**src/rtl/video_sync_decoder.sv**
```systemverilog
// Video sync decoder: recovers pixel position from active-low hsync/vsync and locks after LOCK_FRAMES clean frames.
// Define FRAME_CHECKSUM_EN to add the per-frame colour checksum on frame_sum.
module video_sync_decoder #(
    parameter int H_VISIBLE   = 640,
    parameter int H_FRONT     = 16,
    parameter int H_SYNC      = 96,
    parameter int H_BACK      = 48,
    parameter int V_VISIBLE   = 480,
    parameter int V_FRONT     = 10,
    parameter int V_SYNC      = 2,
    parameter int V_BACK      = 33,
    parameter int LOCK_FRAMES = 2
) (
    input  logic        clk,
    input  logic        rst,
    input  logic        hsync,
    input  logic        vsync,
    input  logic [3:0]  r,
    input  logic [3:0]  g,
    input  logic [3:0]  b,
    output logic        pix_valid,
    output logic [9:0]  pix_x,
    output logic [9:0]  pix_y,
    output logic [3:0]  pix_r,
    output logic [3:0]  pix_g,
    output logic [3:0]  pix_b,
    output logic        frame_start,
    output logic        locked,
    output logic        sync_error,
    output logic [15:0] frame_count,
    output logic [15:0] frame_sum,
    output logic [1:0]  dbg_state
);

    // pix_valid qualifies pix_x/pix_y/pix_r/pix_g/pix_b for exactly one cycle; there is
    // no back-pressure, so the sink must take every sample presented with pix_valid=1.

    typedef enum logic [1:0] {
        SEARCH  = 2'd0,
        MEASURE = 2'd1,
        LOCKED  = 2'd2
    } state_t;

    localparam int WHOLE_LINE  = H_VISIBLE + H_FRONT + H_SYNC + H_BACK;
    localparam int WHOLE_FRAME = V_VISIBLE + V_FRONT + V_SYNC + V_BACK;

    localparam logic [9:0] X_LAST = 10'(WHOLE_LINE - 1);
    localparam logic [9:0] Y_LAST = 10'(WHOLE_FRAME - 1);
    localparam logic [9:0] HS_X   = 10'(H_VISIBLE + H_FRONT);
    localparam logic [9:0] VS_Y   = 10'(V_VISIBLE + V_FRONT);
    localparam logic [9:0] X_VIS  = 10'(H_VISIBLE);
    localparam logic [9:0] Y_VIS  = 10'(V_VISIBLE);
    localparam logic [7:0] LOCK_N = 8'(LOCK_FRAMES);

    logic        hs1, vs1, hs2, vs2;
    logic [11:0] rgb1;
    logic [9:0]  x_q, y_q;
    state_t      state, state_nxt;
    logic [7:0]  good, good_nxt;

    logic        hs_fall, vs_fall, x_wrap, hs_err, vs_err, err;
    logic [9:0]  x_fw, y_fw, x_cur, y_cur;
    logic        lock_nxt, valid_nxt, fs_nxt;

    assign dbg_state = state;

    always_comb begin
        hs_fall = ~hs1 & hs2;
        vs_fall = ~vs1 & vs2;
        // Freewheel position is where the sample would be without any sync edge.
        x_wrap  = (x_q == X_LAST);
        x_fw    = x_wrap ? 10'd0 : x_q + 10'd1;
        y_fw    = y_q;
        if (x_wrap) begin
            y_fw = (y_q == Y_LAST) ? 10'd0 : y_q + 10'd1;
        end
        x_cur   = hs_fall ? HS_X : x_fw;
        y_cur   = vs_fall ? VS_Y : y_fw;

        hs_err  = hs_fall != (x_fw == HS_X);
        vs_err  = vs_fall != ((x_fw == 10'd0) && (y_fw == VS_Y));
        err     = (state != SEARCH) && (hs_err || vs_err);

        state_nxt = state;
        good_nxt  = good;
        case (state)
            SEARCH: begin
                if (vs_fall) begin
                    state_nxt = MEASURE;
                    good_nxt  = 8'd0;
                end
            end
            MEASURE: begin
                if (err) begin
                    state_nxt = SEARCH;
                end else if (vs_fall) begin
                    good_nxt = good + 8'd1;
                    if (good + 8'd1 >= LOCK_N) begin
                        state_nxt = LOCKED;
                    end
                end
            end
            LOCKED: begin
                if (err) begin
                    state_nxt = SEARCH;
                end
            end
            default: state_nxt = SEARCH;
        endcase

        lock_nxt  = (state_nxt == LOCKED);
        valid_nxt = lock_nxt && (x_cur < X_VIS) && (y_cur < Y_VIS);
        fs_nxt    = lock_nxt && (x_cur == 10'd0) && (y_cur == 10'd0);
    end

    always_ff @(posedge clk) begin
        if (rst) begin
            hs1         <= 1'b1;
            vs1         <= 1'b1;
            hs2         <= 1'b1;
            vs2         <= 1'b1;
            rgb1        <= 12'd0;
            x_q         <= 10'd0;
            y_q         <= 10'd0;
            state       <= SEARCH;
            good        <= 8'd0;
            pix_valid   <= 1'b0;
            pix_x       <= 10'd0;
            pix_y       <= 10'd0;
            pix_r       <= 4'd0;
            pix_g       <= 4'd0;
            pix_b       <= 4'd0;
            frame_start <= 1'b0;
            locked      <= 1'b0;
            sync_error  <= 1'b0;
            frame_count <= 16'd0;
        end else begin
            hs1         <= hsync;
            vs1         <= vsync;
            rgb1        <= {r, g, b};
            hs2         <= hs1;
            vs2         <= vs1;
            x_q         <= x_cur;
            y_q         <= y_cur;
            state       <= state_nxt;
            good        <= good_nxt;
            pix_valid   <= valid_nxt;
            pix_x       <= x_cur;
            pix_y       <= y_cur;
            pix_r       <= valid_nxt ? rgb1[11:8] : 4'd0;
            pix_g       <= valid_nxt ? rgb1[7:4]  : 4'd0;
            pix_b       <= valid_nxt ? rgb1[3:0]  : 4'd0;
            frame_start <= fs_nxt;
            locked      <= lock_nxt;
            sync_error  <= err;
            if (fs_nxt) begin
                frame_count <= frame_count + 16'd1;
            end
        end
    end

`ifdef FRAME_CHECKSUM_EN
    logic [15:0] acc;

    // The (0,0) pixel opens the new frame's sum; the finished sum moves to frame_sum.
    always_ff @(posedge clk) begin
        if (rst) begin
            acc       <= 16'd0;
            frame_sum <= 16'd0;
        end else if (fs_nxt) begin
            frame_sum <= acc;
            acc       <= {4'd0, rgb1};
        end else if (valid_nxt) begin
            acc <= acc + {4'd0, rgb1};
        end
    end
`else
    assign frame_sum = 16'd0;
`endif

endmodule

```
**config.mk**
```make
export PLATFORM = sky130hd
export DESIGN_NAME = video_sync_decoder
export DESIGN_NICKNAME = d
export VERILOG_FILES = /design/src/rtl/video_sync_decoder.sv
export SDC_FILE = /design/constraint.sdc
export NUM_CORES = 1
export LEC_CHECK = 0
export ABC_AREA = 1
export CAP_MARGIN = 20
export CORE_UTILIZATION = 46
export DETAILED_ROUTE_END_ITERATION = 10
export PLACE_DENSITY = 0.84
export SLEW_MARGIN = 15
export SYNTH_ARGS = -nofsm -noshare
export SYNTH_HDL_FRONTEND = slang
export SYNTH_SLANG_ARGS = --single-unit
export TNS_END_PERCENT = 10
```
**constraint.sdc**
```tcl
create_clock -name clk -period 2.3 [get_ports clk]
set_input_delay 0.23 -clock clk [delete_from_list [all_inputs] [get_ports clk]]
set_output_delay 0.23 -clock clk [all_outputs]
set_load 0.005 [all_outputs]
```
# Yosys cells after proc, flatten, opt, wreduce, memory -nomap -nowiden
# Index checks and enable logic that the tools add are counted.
# op_classes
addsub,4
order_cmp,3
eq_ne,12
muxes,15
bitwise,5
n_reduce_logical,15
# ops
operator,count
$mux 10,5
$eq 10x10->1 const B,3
$logic_not 10->1,3
$mux 8,3
$add 10x1->10 const B,2
$add 16x1->16 const B,1
$pmux 8 s2,1
$eq 10x9->1 const B,1
$lt 10x10->1 const B,1
$lt 10x9->1 const B,1
$mux 2,5
$add 8x1->8 const B,1
$ge 8x2->1 const B,1
$logic_and 1x1->1,6
$ne 2x2->1 const B,3
$pmux 2 s3,1
$eq 2x2->1 const B,2
$reduce_and 4->1,1
$reduce_bool 2->1,2
$not 1->1,3
$and 1x1->1,2
$eq 2x1->1 const B,1
$logic_not 2->1,1
$ne 1x1->1,2
2 further kinds,2
# totals
ff_bits,78
in_bits,16
output_inout_bits,70
elab_cells,71

# Depth between registers and ports, before layout
# depth
word_depth,15
depth_mapped,21

# Worst setup path before layout
# Ideal clock, no wire load.
# synth_timing
path_kind,reg2reg
from,register x_q[0]
to,register frame_count[0]
setup_time_ns,0.113
arrival_time_ns,2.318
required_ns,2.187
slack_ns,-0.131
path_stages_with_launch,21
path_buffers,2
cell_sequence,dfxtp_1 ha_1 nand2_2 nor2_8 nand3_4 buf_6 o21bai_2 nand2_1 nor2_1 nand2_1 nor2_1 nand3_1 nand2_2 nand3_4 nor2_4 buf_6 nand2_2 inv_2 nand2_1 nand2_1 nor2_1
# synth_via
elab_chain_len,12
# synth_rtl
item,line,source
from (decl),57,"logic [9:0] x_q, y_q;"
from (signal assigned),143,x_q <= x_cur;
$add 10x1->10 or $eq 10x10->1 (tied branches),"72, 71",
$mux 10 (on tied branches),"72, 74",
$logic_not 10->1 or $eq 10x9->1 (tied branches),81,vs_err = vs_fall != ((x_fw == 10'd0) && (y_fw == VS_Y));
$logic_and 1x1->1,81,
$ne 1x1->1,81,
$logic_or 1x1->1,82,err = (state != SEARCH) && (hs_err || vs_err);
$logic_and 1x1->1,82,
$mux 2 (on tied branches),"104, 94",
$pmux 2 s3,86,case (state)
$eq 2x2->1,111,lock_nxt = (state_nxt == LOCKED);
$logic_and 1x1->1,113,fs_nxt = lock_nxt && (x_cur == 10'd0) && (y_cur == 10'd0);
$logic_and 1x1->1 (*),113,
to (signal assigned),157,frame_count <= frame_count + 16'd1;
to (decl),30,"output logic [15:0] frame_count,"
# Every way passes the cells marked *; elsewhere a longest branch is shown, timed or not.
# A chain may end at the register's enable or synchronous reset.

# Worst setup path after layout
# Ends and elaborated chain as after synthesis.

==> results_dict.tcl <==
set metrics [dict create \
    outcome "finished with violations" \
    violations "negative setup slack" \
    max_freq_ghz 0.3889 \
    fin_area_um2 5817 \
    routed-via-count 4424 \
    fin_crit_ps 2571 \
    min_path_type "input pin to flip-flop" \
    ys_seq_area_share_pct 37.96 \
    crit_start "x_q[0]" \
    syn-cell-area_um2 4114 \
    antenna_found_initial 0 \
    cts-buffers-inserted 9 \
    power_density_nw_per_um2 509.4 \
    synth_top_area_cell "dfxtp_1" \
    setup-violations-final 38 \
    ys_seq_elements 78 \
    drv_slew 0 \
    crit_fanout 8 \
    grt_usage_pct 24.93 \
    grt.overflow.total 0 \
    worst_pin_slew_ps 680.2 \
    skew_ps 11.10 \
    maxCapViolCount 0 \
    intPower_mw 2.189 \
    busiest_layer "met2" \
    hold_violations 0 \
    p_sw_mw 0.7744 \
    place_hpwl_um 7996 \
    required_ps 2550 \
    routedWlPerCell_um 13.40 \
    clock_path_buffers 2 \
    initial_utilization_pct 47.40 \
    r2r_slack_ps -270 \
    rsz0062_at_grt "yes" \
    grt_pass1_vias 4018 \
    clkPwrFrac_pct 37.9 \
    tritoncts "done" \
    drt_iter0_drc 264 \
    pin_count 86 \
    grt_pass1_wl_um 17930 \
    leakagePower_nw 2.701 \
    fillers 658 \
    htreeDepth 3 \
    postSynthCellCount 610 \
    max-slew-margin-rel_pct 54.61 \
    port_buffers 69 \
    yosysTopAreaCellShare_pct 37.96 \
    synth_cell_types 41 \
    crit_path_start_kind "flip-flop" \
    hold_buffers 0 \
    die_y_um 96.57 \
    end_kind "flip-flop" \
    drc 0 \
    die_x_um 96.57 \
    swShare_pct 26.13 \
    clock-sinks 78 \
    grt.met2_usage_pct 44.54 \
    rr_startpoint "x_q[0]" \
    vdd_drop_max_mv 0.3341 \
    hp-start "r[2]" \
    period_share_pct 111.8 \
    pwr-share-comb_pct 14.2 \
    yosys-top-cells-area "dfxtp_1 (38%), nand2_1 (12%), nor2_1 (9.9%), inv_1 (8.6%), nand3_1 (4.9%)" \
    worstPathArrival_ps 2830 \
    nets 772 \
    synth_edf_count 0 \
    wl_um 11570 \
    clock_latency_ps 360 \
    dpl-instance-area_um2 5301 \
    gp_congestion 0.9939 \
    clk_pin_slew_ps 80 \
    ys_warn_count 0 \
    crit_type "flip-flop to flip-flop" \
    viasPerCell 5.126 \
    use_met3_pct 5.869 \
    core_region_area_um2 8678 \
    antenna_left 0 \
    grt_max_degree 39 \
    seqPwrFrac_pct 47.9 \
    areaGrowthSynthToFinish_pct 41.39 \
    clock-root-buffer "clkbuf_8" \
    avgSynthCellArea_um2 6.744 \
    holdWs_ps 374.3 \
    grt_use_met1_pct 28.43 \
    layout_setup_ws_ps -271.3 \
    drive_above_1_share_pct 19.34 \
    ys_async_sr_fraction_pct 0 \
    dieArea_um2 9326 \
    drt_pass1_iterations 5 \
    rows 34 \
    yosys_most_used_dff "dfxtp_1" \
    diodes 0 \
]
cells in the final DEF, fill, tap and decap left out, drive strengths merged:
cell type	instances
nand2	138
nor2	113
inv	99
dfxtp	78
buf	72
clkdlybuf4s50	69
nand3	46
nand4	23
o21ai	17
conb	16
nor3	16
a21oi	15
xor2	12
clkbuf	10
ha	6
clkinv	4
xnor2	3
nor4	3
nand3b	2
or2	2
bufinv	2
o21bai	2
o211ai	1
a41oi	1
nor3b	1
and2	1
or4	1
and3	1
clkinvlp	1
cells by family after synthesis:
family,synth area share (%)
compound gates,4.745
xor+xnor,3.194
fa+ha+maj,1.825
buf+inv,13.81
flops,37.96
other cells,0.09115
simple gates,38.38
per-layer routing:
layer	vias up	part of all wire, %	wire (µm)
li1	2150	-	-
met1	2053	39	4505
met2	190	52	6055
met3	31	6.0	696
met4	0	2.7	308
met5	-	0	0
timing repair:
action / 4_1_cts / 5_1_grt
buffers inserted: 8 / 2
gates cloned: 2 / 0
pin swaps: 13 / 13
gates resized for setup: 30 / 21
endpoints found under the setup margin: 39 / 41
final timing paths:
| path | endpoint | cells past startpoint |
|---|---|---|
| setup / recovery | frame_count[0] | 20 |
| hold / removal | rgb1[10] | 3 |
| setup reg to reg | frame_count[0] | 20 |
| hold reg to reg | pix_r[2] | 2 |
cell usage after synthesis, drive strengths merged (3+ instances only):
cell type,number
clkbuf,5
nand3,45
nand4,23
nor2,113
a21oi,15
xnor2,3
buf,23
nor4,3
o21ai,17
ha,6
nor3,16
xor2,12
dfxtp,78
nand2,138
inv,98
power groups by stage:
stage                     clock [mW]  sequential, mW  combinational [mW]
after floorplan                    0            1.45               0.225
after global placement             0            1.45               0.357
after detailed placement           0            1.45               0.371
after CTS                       1.13            1.42               0.399
after global routing            1.18            1.42               0.465
final                           1.12            1.42               0.421
area by class of cell:
cell class              instances  area [µm²]  area share (%)
inverters                     100       377.9           6.496
clock inverters                 6       86.33           1.484
flip-flops and latches         78        1573           27.04
clock buffers                  10       127.6           2.194
well taps                     108       135.1           2.323
multi-input cells             420        2231           38.35
repair buffers                141        1286           22.11
worst max-delay path: stages (launching register included):
cell      delay, ps
dfxtp_4         370
ha_4            150
nand2_4          70
nor2_8          180
nand3_4         220
o21bai_4        210
nand2_4          70
nor2_2          100
nand2_1          50
nor2_1           90
nand3_1          90
nand2_2         100
nand3_4          90
nor2_4          170
buf_6           130
buf_12          100
nand2_4          50
inv_4            60
nand2_2          40
nand2_2          50
nor2_1           50
registers in the layout, indices dropped and copies added (netlist names), 4 cells and up:
signal and cells:
x_q 10, y_q 10, pix_r 4, pix_b 4, frame_count 16, pix_g 4
rgb1 12, good 8
per-stage QoR:
| step | util (%) | worst slack [ps] | total power, mW | setup TNS [ps] | cells |
|---|---|---|---|---|---|
| CTS | 66.12 | -191.9 | 2.946 | -5300 | 861 |
| global route | 67.03 | -460.1 | 3.073 | -14880 | 863 |
| floorplan | - | 0.4725 | 1.673 | 0 | 625 |
| finish | 67.03 | -271.3 | 2.963 | -7990 | 863 |
| detailed placement | 61.09 | -272.5 | 1.821 | -8176 | 835 |
| global placement | 61.09 | -202.8 | 1.803 | -5504 | 835 |
Power figures use the tool's default switching activity.
